File: config.mk
export PLATFORM = sky130hd
export DESIGN_NAME = mips32_imem_ctrl_flat
export DESIGN_NICKNAME = d
export VERILOG_FILES = /design/src/rtl/mips32_imem_ctrl_pkg.sv /design/src/rtl/mips32_imem_ctrl_if.sv /design/src/rtl/mips32_imem_fetch_pipe.sv /design/src/rtl/mips32_imem_ctrl.sv /design/src/flat_wrapper.sv
export SDC_FILE = /design/constraint.sdc
export NUM_CORES = 1
export LEC_CHECK = 0
export ABC_AREA = 1
export ABC_CLOCK_PERIOD_IN_PS = 2200
export CORE_MARGIN = 2
export CORE_UTILIZATION = 36
export DETAILED_ROUTE_END_ITERATION = 8
export GPL_TIMING_DRIVEN = 1
export PLACE_DENSITY = 0.81
export SYNTH_ARGS = -nofsm -noshare
export SYNTH_HDL_FRONTEND = slang
export SYNTH_SLANG_ARGS = --single-unit
File: constraint.sdc
create_clock -name clk -period 2.2 [get_ports clk]
set_input_delay 0.44 -clock clk [delete_from_list [all_inputs] [get_ports clk]]
set_output_delay 0.44 -clock clk [all_outputs]
set_load 0.01 [all_outputs]
File: src/rtl/mips32_imem_ctrl_pkg.sv
// Shared types and constants for the MIPS32 instruction-memory controller.
package mips32_imem_ctrl_pkg;

  localparam int         IMEM_ADDR_W = 10;
  localparam logic [5:0] HLT_OPCODE  = 6'b111111;

  typedef enum logic [2:0] {
    IDLE  = 3'd0,
    LOAD  = 3'd1,
    READY = 3'd2,
    RUN   = 3'd3,
    HALT  = 3'd4
  } imem_state_t;

  // External 2-bit state code: READY and RUN share 2'b10 (pipe_stall tells them apart).
  function automatic logic [1:0] state_code(input imem_state_t s);
    case (s)
      IDLE:       state_code = 2'b00;
      LOAD:       state_code = 2'b01;
      READY, RUN: state_code = 2'b10;
      default:    state_code = 2'b11;
    endcase
  endfunction

endpackage

File: src/rtl/mips32_imem_ctrl_if.sv
// Load stream, IF fetch port and instruction-memory port of the imem controller.
interface mips32_imem_ctrl_if
  import mips32_imem_ctrl_pkg::*;
#(
  parameter int ADDR_W = IMEM_ADDR_W,
  parameter int DATA_W = 32
);

  logic              ld_valid;
  logic              ld_ready;
  logic [DATA_W-1:0] ld_data;
  logic              ld_last;

  logic              if_req;
  logic [31:0]       if_pc;
  logic [DATA_W-1:0] if_instr;
  logic              if_valid;

  logic              mem_we;
  logic [ADDR_W-1:0] mem_addr;
  logic [DATA_W-1:0] mem_wdata;
  logic [DATA_W-1:0] mem_rdata;

  // master: the controller; slave: loader, IF stage and the memory macro
  modport master (
    input  ld_valid, ld_data, ld_last, if_req, if_pc, mem_rdata,
    output ld_ready, if_instr, if_valid, mem_we, mem_addr, mem_wdata
  );

  modport slave (
    output ld_valid, ld_data, ld_last, if_req, if_pc, mem_rdata,
    input  ld_ready, if_instr, if_valid, mem_we, mem_addr, mem_wdata
  );

endinterface

File: src/rtl/mips32_imem_fetch_pipe.sv
// Read-return stage: one cycle after an issued fetch, presents the memory word, flags HLT
// and counts deliveries; no backpressure, an issued fetch is always delivered next cycle.
module mips32_imem_fetch_pipe #(
  parameter int         DATA_W     = 32,
  parameter logic [5:0] HLT_OPCODE = 6'b111111
) (
  input  logic              clk,
  input  logic              rst,
  input  logic              issue,
  input  logic [DATA_W-1:0] rdata,
  output logic              if_valid,
  output logic [DATA_W-1:0] if_instr,
  output logic              hlt_hit,
  output logic [31:0]       fetch_count
);

  logic pend;

  always_ff @(posedge clk) begin
    if (rst) begin
      pend        <= 1'b0;
      fetch_count <= '0;
    end else begin
      pend <= issue;
      if (pend) fetch_count <= fetch_count + 32'd1;
    end
  end

  assign if_valid = pend;
  assign if_instr = pend ? rdata : '0;
  assign hlt_hit  = pend && (rdata[DATA_W-1 -: 6] == HLT_OPCODE);

endmodule

File: src/rtl/mips32_imem_ctrl.sv
// Instruction-memory sequencer: loads a program image, then serves IF fetches with 1-cycle
// read latency until HLT or a fault; ld_ready drops once the image is complete.
module mips32_imem_ctrl #(
  parameter int          ADDR_W     = mips32_imem_ctrl_pkg::IMEM_ADDR_W,
  parameter int          DATA_W     = 32,
  parameter logic [31:0] BOOT_PC    = 32'h0000_0000,
  parameter logic [5:0]  HLT_OPCODE = mips32_imem_ctrl_pkg::HLT_OPCODE
) (
  input  logic               clk,
  input  logic               rst,
  mips32_imem_ctrl_if.master bus,
  input  logic               start,
  output logic               pipe_stall,
  output logic [1:0]         state_o,
  output logic [ADDR_W:0]    load_count,
  output logic [31:0]        fetch_count,
  output logic               halted,
  output logic               fault
);

  import mips32_imem_ctrl_pkg::*;

  localparam logic [ADDR_W:0] DEPTH = {1'b1, {ADDR_W{1'b0}}};

  imem_state_t state, state_n;
  logic        load_inc, fault_set, halt_set, issue, hlt_hit, pc_bad;
  logic [31:0] pc_off;

  // Word 0 of the image lives at BOOT_PC; range/alignment are checked on the offset.
  assign pc_off = bus.if_pc - BOOT_PC;
  assign pc_bad = (pc_off[1:0] != 2'b00) || (pc_off[31:ADDR_W+2] != '0);

  always_ff @(posedge clk) begin
    if (rst) begin
      state      <= IDLE;
      load_count <= '0;
      halted     <= 1'b0;
      fault      <= 1'b0;
    end else begin
      state <= state_n;
      if (load_inc)  load_count <= load_count + 1'b1;
      if (fault_set) fault      <= 1'b1;
      if (halt_set)  halted     <= 1'b1;
    end
  end

  always_comb begin
    state_n      = state;
    bus.ld_ready = 1'b0;
    bus.mem_we   = 1'b0;
    load_inc     = 1'b0;
    fault_set    = 1'b0;
    halt_set     = 1'b0;
    issue        = 1'b0;
    unique case (state)
      IDLE, LOAD: begin
        bus.ld_ready = 1'b1;
        if (bus.ld_valid) begin
          if (load_count == DEPTH) begin
            fault_set = 1'b1;
            state_n   = HALT;
          end else begin
            bus.mem_we = 1'b1;
            load_inc   = 1'b1;
            state_n    = bus.ld_last ? READY : LOAD;
          end
        end
      end
      READY: begin
        if (start) state_n = RUN;
      end
      RUN: begin
        // A delivered HLT swallows any request made in the same cycle.
        if (hlt_hit) begin
          halt_set = 1'b1;
          state_n  = HALT;
        end else if (bus.if_req) begin
          if (pc_bad) begin
            fault_set = 1'b1;
            state_n   = HALT;
          end else begin
            issue = 1'b1;
          end
        end
      end
      default: ;
    endcase
  end

  assign bus.mem_addr  = (state == RUN) ? pc_off[ADDR_W+1:2] : load_count[ADDR_W-1:0];
  assign bus.mem_wdata = bus.mem_we ? bus.ld_data : '0;
  assign pipe_stall    = (state != RUN);
  assign state_o       = state_code(state);

  mips32_imem_fetch_pipe #(
    .DATA_W     (DATA_W),
    .HLT_OPCODE (HLT_OPCODE)
  ) u_fetch_pipe (
    .clk         (clk),
    .rst         (rst),
    .issue       (issue),
    .rdata       (bus.mem_rdata),
    .if_valid    (bus.if_valid),
    .if_instr    (bus.if_instr),
    .hlt_hit     (hlt_hit),
    .fetch_count (fetch_count)
  );

endmodule

File: src/flat_wrapper.sv
// flat-port wrapper written by rule: the top's interface ports become plain ports
module mips32_imem_ctrl_flat import mips32_imem_ctrl_pkg::*;
#(
  parameter int          ADDR_W     = mips32_imem_ctrl_pkg::IMEM_ADDR_W,
  parameter int          DATA_W     = 32,
  parameter logic [31:0] BOOT_PC    = 32'h0000_0000,
  parameter logic [5:0]  HLT_OPCODE = mips32_imem_ctrl_pkg::HLT_OPCODE
)
  (clk, rst, start, pipe_stall, state_o, load_count, fetch_count, halted, fault, bus_ld_valid, bus_ld_data, bus_ld_last, bus_if_req, bus_if_pc, bus_mem_rdata, bus_ld_ready, bus_if_instr, bus_if_valid, bus_mem_we, bus_mem_addr, bus_mem_wdata);
  mips32_imem_ctrl_if #(.ADDR_W(ADDR_W), .DATA_W(DATA_W)) bus_i ();
  input  logic clk;
  input  logic rst;
  input  logic start;
  output logic pipe_stall;
  output logic [1:0] state_o;
  output logic [ADDR_W:0] load_count;
  output logic [31:0] fetch_count;
  output logic halted;
  output logic fault;
  input wire logic [$bits(bus_i.ld_valid)-1:0] bus_ld_valid;
  input wire logic [$bits(bus_i.ld_data)-1:0] bus_ld_data;
  input wire logic [$bits(bus_i.ld_last)-1:0] bus_ld_last;
  input wire logic [$bits(bus_i.if_req)-1:0] bus_if_req;
  input wire logic [$bits(bus_i.if_pc)-1:0] bus_if_pc;
  input wire logic [$bits(bus_i.mem_rdata)-1:0] bus_mem_rdata;
  output wire logic [$bits(bus_i.ld_ready)-1:0] bus_ld_ready;
  output wire logic [$bits(bus_i.if_instr)-1:0] bus_if_instr;
  output wire logic [$bits(bus_i.if_valid)-1:0] bus_if_valid;
  output wire logic [$bits(bus_i.mem_we)-1:0] bus_mem_we;
  output wire logic [$bits(bus_i.mem_addr)-1:0] bus_mem_addr;
  output wire logic [$bits(bus_i.mem_wdata)-1:0] bus_mem_wdata;
  assign bus_i.ld_valid = bus_ld_valid;
  assign bus_i.ld_data = bus_ld_data;
  assign bus_i.ld_last = bus_ld_last;
  assign bus_i.if_req = bus_if_req;
  assign bus_i.if_pc = bus_if_pc;
  assign bus_i.mem_rdata = bus_mem_rdata;
  assign bus_ld_ready = bus_i.ld_ready;
  assign bus_if_instr = bus_i.if_instr;
  assign bus_if_valid = bus_i.if_valid;
  assign bus_mem_we = bus_i.mem_we;
  assign bus_mem_addr = bus_i.mem_addr;
  assign bus_mem_wdata = bus_i.mem_wdata;
  mips32_imem_ctrl #(.ADDR_W(ADDR_W), .DATA_W(DATA_W), .BOOT_PC(BOOT_PC), .HLT_OPCODE(HLT_OPCODE)) u_core (.clk(clk), .rst(rst), .bus(bus_i), .start(start), .pipe_stall(pipe_stall), .state_o(state_o), .load_count(load_count), .fetch_count(fetch_count), .halted(halted), .fault(fault));
endmodule
# Word-level counts from Yosys, hierarchy flattened
# Cells that the tools add are included.
[classes]
add_sub_neg = 2
n_mul = 0
n_lt_le_gt_ge = 0
n_div = 0
n_bitwise = 2
eq_ne = 10
n_reduce_logical = 10
n_mux = 25
n_shift = 0
[ops]
columns = ["op", "n"]
rows = [
  ["$mux 32", 2],
  ["$add 32x1->32 const B", 1],
  ["$reduce_bool 20->1", 1],
  ["$mux 3", 6],
  ["$mux 1", 12],
  ["$add 11x1->11 const B", 1],
  ["$eq 11x11->1 const B", 1],
  ["$mux 10", 1],
  ["$pmux 3 s3", 1],
  ["$eq 3x2->1 const B", 2],
  ["$eq 6x6->1 const B", 1],
  ["$ne 3x2->1 const B", 2],
  ["$pmux 2 s3", 1],
  ["$reduce_and 5->1", 1],
  ["$ne 2x2->1 const B", 2],
  ["$reduce_or 2->1", 2],
  ["$reduce_or 4->1", 1],
  ["$eq 3x1->1 const B", 1],
  ["$logic_not 3->1", 1],
  ["$ne 3x1->1 const B", 1],
  ["$reduce_bool 3->1", 1],
  ["$mux 2", 1],
  ["$not 1->1", 2],
  ["$pmux 1 s2", 1],
  ["3 further kinds", 3],
]
[totals]
out_inout_bits = 125
memories = 0
latch_bits = 0
mem_bits_ro = 0
reg_bits = 49
ram_bits = 0
wordCells = 55
in_bits = 102

# Logic depth before layout (Yosys ltp)
[depth]
ltp_word = 6
depth_mapped = 11
ltp_nobuf = 11

# Hierarchy
# Synthesis repeated with hierarchy kept, for this count alone.
[unflattened]
cells_unflattened = 613
area_unflattened_um2 = 3538.4
[by_module_without_submodules]
columns = ["mod", "seq_area_each_um2", "cells_each", "area_per_inst_um2", "instances"]
rows = [
  ["mips32_imem_fetch_pipe", 660.6, 351, 2108.3, 1],
  ["mips32_imem_ctrl", 320.3, 262, 1430.1, 1],
]

# Worst setup path before layout
# Ideal clock, no wire load.
[synth_timing]
path_kind = "reg2out"
startpoint = "register u_core.load_count[0]"
endpoint = "output bus_mem_wdata[10]"
path_slack_ns = 0.260
t_required_ns = 1.760
t_arrival_ns = 1.500
n_path_buf = 2
stages_incl_launch_ff = 10
path_cell_list = "dfxtp_1 -> inv_1 -> ha_1 -> nand2_1 -> nor3_1 -> nand3b_1 -> nand2_1 -> buf_2 -> buf_2 -> nor2_1"
[synth_between]
elab_chain_len = 5
[synth_lines]
columns = ["element", "line_no", "source"]
rows = [
  ["start: declaration", "mips32_imem_ctrl.sv:15", "output logic [ADDR_W:0] load_count,"],
  ["start signal: assignment", "mips32_imem_ctrl.sv:41", "if (load_inc) load_count <= load_count + 1'b1;"],
  ["$eq 11x11->1", "mips32_imem_ctrl.sv:59", "if (load_count == DEPTH) begin"],
  ["$mux 1", "mips32_imem_ctrl.sv:59", ""],
  ["$mux 1", "mips32_imem_ctrl.sv:58", "if (bus.ld_valid) begin"],
  ["$mux 1", "mips32_imem_ctrl.sv:55", "unique case (state)"],
  ["$mux 32", "mips32_imem_ctrl.sv:91", "assign bus.mem_wdata = bus.mem_we ? bus.ld_data : '0;"],
  ["end: declaration", "flat_wrapper.sv:31", "output wire logic [$bits(bus_i.mem_wdata)-1:0] bus_mem_wdata;"],
]
# Every way passes these cells.

# Worst setup path in the final report
[layout_timing]
startpoint = "register u_core.load_count[1]"
endpoint = "output bus_mem_wdata[22]"
# The elaborated chain is that of the path after synthesis.

==> run summary <==
Hold Crit Endpoint -> u_core.halted
Hold WC Path Type -> reg -> reg
Post-synthesis compound-gate area fraction -> 9.319%
Met1 Use GR -> 26.39%
Register area -> 987.2 sq um
Initial DRC count -> 151
Xor/xnor share of the synthesized area -> 2.620%
RR Startpoint -> u_core.load_count[1]
Die Area -> 0.01007 sq mm
Logic pwr share -> 38.1%
Vias -> 4440
Top FF cell, synth -> dfxtp_1
Root Driver -> clkbuf_8
Met2 usage -> 47.70%
Fin crit share -> 97.68%
Clock share of power -> 23.0%
Cell family with most CP delay -> buffers and inverters
Area share of fa/ha/maj cells after synthesis -> 1.123%
Nets@finish -> 931
Pwr Density -> 397.5 mW/mm^2
Final Slew Violations -> 0
CP required -> 1.76 ns
CP Launch Type -> flop
First-pass GRT wire length -> 20780 um
CTS tree -> done
FP Rows -> 35
GR Util met3 -> 7.033%
Synth top area share -> 29.34%
Synth Area in Simple Gates -> 42.07%
N_diodes -> 0
Slowest-stage cell, CP -> dfxtp_2
Routability cong. -> 0.8596
Reg2Reg Capture Point -> u_core.load_count[3]
Most numerous cell in the Yosys netlist -> nand2_1
Max Clk Rate -> 0.4654 GHz
Synth Net Count -> 679
Largest family of logic cells by synthesized area -> simple AND/OR/NAND/NOR gates
R2R setup slack -> 0.31 ns
Min Tclk post-route -> 2.149 ns
Sequential-to-total area share from yosys stat -> 29.34%
Vias in the first global route -> 4408
Clock Skews -> 0.01460 ns
Hold path depth -> 2
Status -> finished, final reports clean
CTS Sinks -> 49
Final wirelength -> 13160 um
EDFF count, synth -> 0
Ports -> 227
WP data arrival -> 1.71 ns
Cells after Synth -> 574
Final WS setup -> 0.05108 ns
Clock Latency Late Sink -> 0.30 ns
Drt drc -> 0
CTS Hold Bufs -> 0
CP Buf/Inv Count -> 4
Post-synthesis mux area share -> 0%
Share of layout cells above drive strength 1 -> 14.99%
Endpoints failing hold -> 0
DP HPWL -> 10430 um
Largest stage delay, worst path -> 0.35 ns
Post-synth ARST share -> 0%
Synthesized area -> 0.003343 sq mm
Sw Share -> 31.65%
Clock-pin slew on the worst setup and hold paths -> 0.09 ns
Die width -> 100.4 um
Tot GR Track Use -> 25.54%
Post-Layout Cell Count -> 938
RSZ-0062 raised after global routing -> true
Worst-case clock buffer depth -> 2
Initial Utilization -> 36.70%
Worst Hold Launch -> u_core.halted
Slew at the pin closest to its max-slew limit -> 0.3987 ns
Layout area overhead -> 79.23%
H-tree levels -> 2
Reg2reg path depth -> 12
Core ar. -> 0.009109 sq mm
Critical Path Sink Type -> output pin
Largest area contributor in the netlist -> dfxtp_1
Wirelength per Cell -> 14.03 um
Synth unique cells -> 33
Largest net degree at the start of global routing -> 34
GRT busiest layer -> met2
Peak supply drop -> 0.0002734 V
P_leak -> 2.795 nW
Fill count -> 828
Die height -> 100.4 um
Top cells by count, synth -> 138 x nand2_1, 115 x inv_1, 100 x nor2_1, 49 x dfxtp_1, 30 x a21oi_1
DR vias/cell -> 4.733
Multi-input combinational cell area -> 0.001893 sq mm
Slew HR -> 73.17%
Worst path depth -> 10
Int Power -> 0.001628 W
Flop pwr share -> 38.9%
CP Cell Sequence -> inv_2 > ha_4 > nand2_2 > nor3_2 > nand3b_1 > nand2_4 > buf_16 > buf_4 > nor2_2 > buf_2
Placed instance count -> 917
Detail Route Antenna Nets -> 0
Post-Place Setup Slack -> -0.3486 ns
DR pass1 iterations -> 4
FF+latch count, synth -> 49
Final-report setup violation count -> 0
CTS Buf Count -> 5
Syn avg cell area -> 5.824 sq um
Number of max-cap violations -> 0
Ys Warns -> 0
Top post-synthesis cells by area -> dfxtp_1 29%, nand2_1 15%, inv_1 13%, nor2_1 11%, a21oi_1 4.5%
Antenna violations before repair -> 0
Sw power -> 0.0007538 W
Critical path class -> reg -> out
Port bufs -> 226
Total gr overflow -> 0
Critical Path Fanout Max -> 4
-- cell families after synthesis --
kind of cell,after synthesis
XOR/XNOR,10
flip-flops,49
AO/OA/AOI/OAI,61
AND/OR/NAND/NOR,315
adder cells (fa/ha/maj),3
buffers and inverters,136
-- power groups by stage --
stage               combinational (W)  sequential [W]  clock (W)
floorplan                    0.000307        0.000947          0
global placement             0.000822        0.000941          0
detailed placement           0.000843        0.000941          0
CTS                          0.000858        0.000924   0.000567
global route                 0.000983        0.000930   0.000607
finish                       0.000908        0.000926   0.000547
-- cell usage in the layout, fill, tap and decap left out, types with 4 or more instances in the layout --
cell,instances
a21oi_1,30
buf_2,33
buf_4,26
clkbuf_8,5
clkdlybuf4s50_1,183
dfxtp_1,44
dfxtp_2,5
dlygate4sd2_1,8
inv_1,112
inv_2,8
nand2_1,135
nand2_2,8
nand3_1,22
nand4_1,10
nor2_1,96
nor2_2,6
nor2_4,5
nor3_1,13
nor3_2,4
o21ai_0,24
o21ai_1,4
xor2_1,7
-- layer usage --
metal	wire length (um)	vias to the layer above
met5	0	-
met4	422	0
met3	957	34
met2	6799	154
met1	4983	2008
li1	-	2244
-- flip-flops by register name, indices dropped and copies added (netlist names) --
signal                           count
u_core.u_fetch_pipe.fetch_count     32
u_core.load_count                   11
u_core.state                         3
u_core.fault                         1
u_core.halted                        1
u_core.u_fetch_pipe.if_valid         1
-- area by class of cell --
cell class,count,area share (%)
Clock buffer,5,1.148
Clock inverter,3,0.3550
Inverter,121,7.663
Multi-Input combinational cell,389,31.59
Sequential cell,49,16.48
Tap cell,111,2.318
Timing Repair Buffer,259,40.36
Timing Repair inverter,1,0.08352
-- through the flow --
stage	hold slack (ns)	TNS (ns)	instance area, sq um	utilization (%)	power, W
after floorplan	0.4738	0	3343	-	0.001253
after global placement	0.4398	-9.555	5874	64.49	0.001762
after detailed placement	0.4458	-10.29	5874	64.49	0.001784
after CTS	0.4592	-0.01299	5961	65.44	0.002349
after global routing	0.4870	-0.4152	5992	65.78	0.002520
final	0.4583	0	5992	65.78	0.002382
-- worst reg2reg max path: stages (launching register included) --
cell and delay [ns]:
dfxtp_2 0.35, inv_2 0.05, ha_4 0.15, nand2_2 0.06, nor3_2 0.04, nand3b_1 0.15
nand2_4 0.12, buf_16 0.15, buf_4 0.14, buf_4 0.15, buf_4 0.17, o21ai_0 0.13
nor3b_1 0.18
-- worst max path at each step --
stage,endpoint,start
final,bus_mem_wdata[22],u_core.load_count[1]
after global routing,bus_mem_wdata[27],u_core.load_count[0]
after detailed placement,bus_mem_wdata[22],bus_ld_valid
after global placement,bus_mem_wdata[22],bus_ld_valid
after floorplan,bus_mem_wdata[10],u_core.load_count[0]
after CTS,bus_mem_wdata[22],u_core.load_count[0]
-- what timing repair did --
action                                  in CTS  in global routing
pin swaps                                    3                  3
gates cloned                                 2                  1
buffers inserted                             7                  3
hold endpoints to repair                     0                  0
endpoints found under the setup margin      43                 42
gates resized for setup                    141                 31
Power figures use the tool's default switching activity.
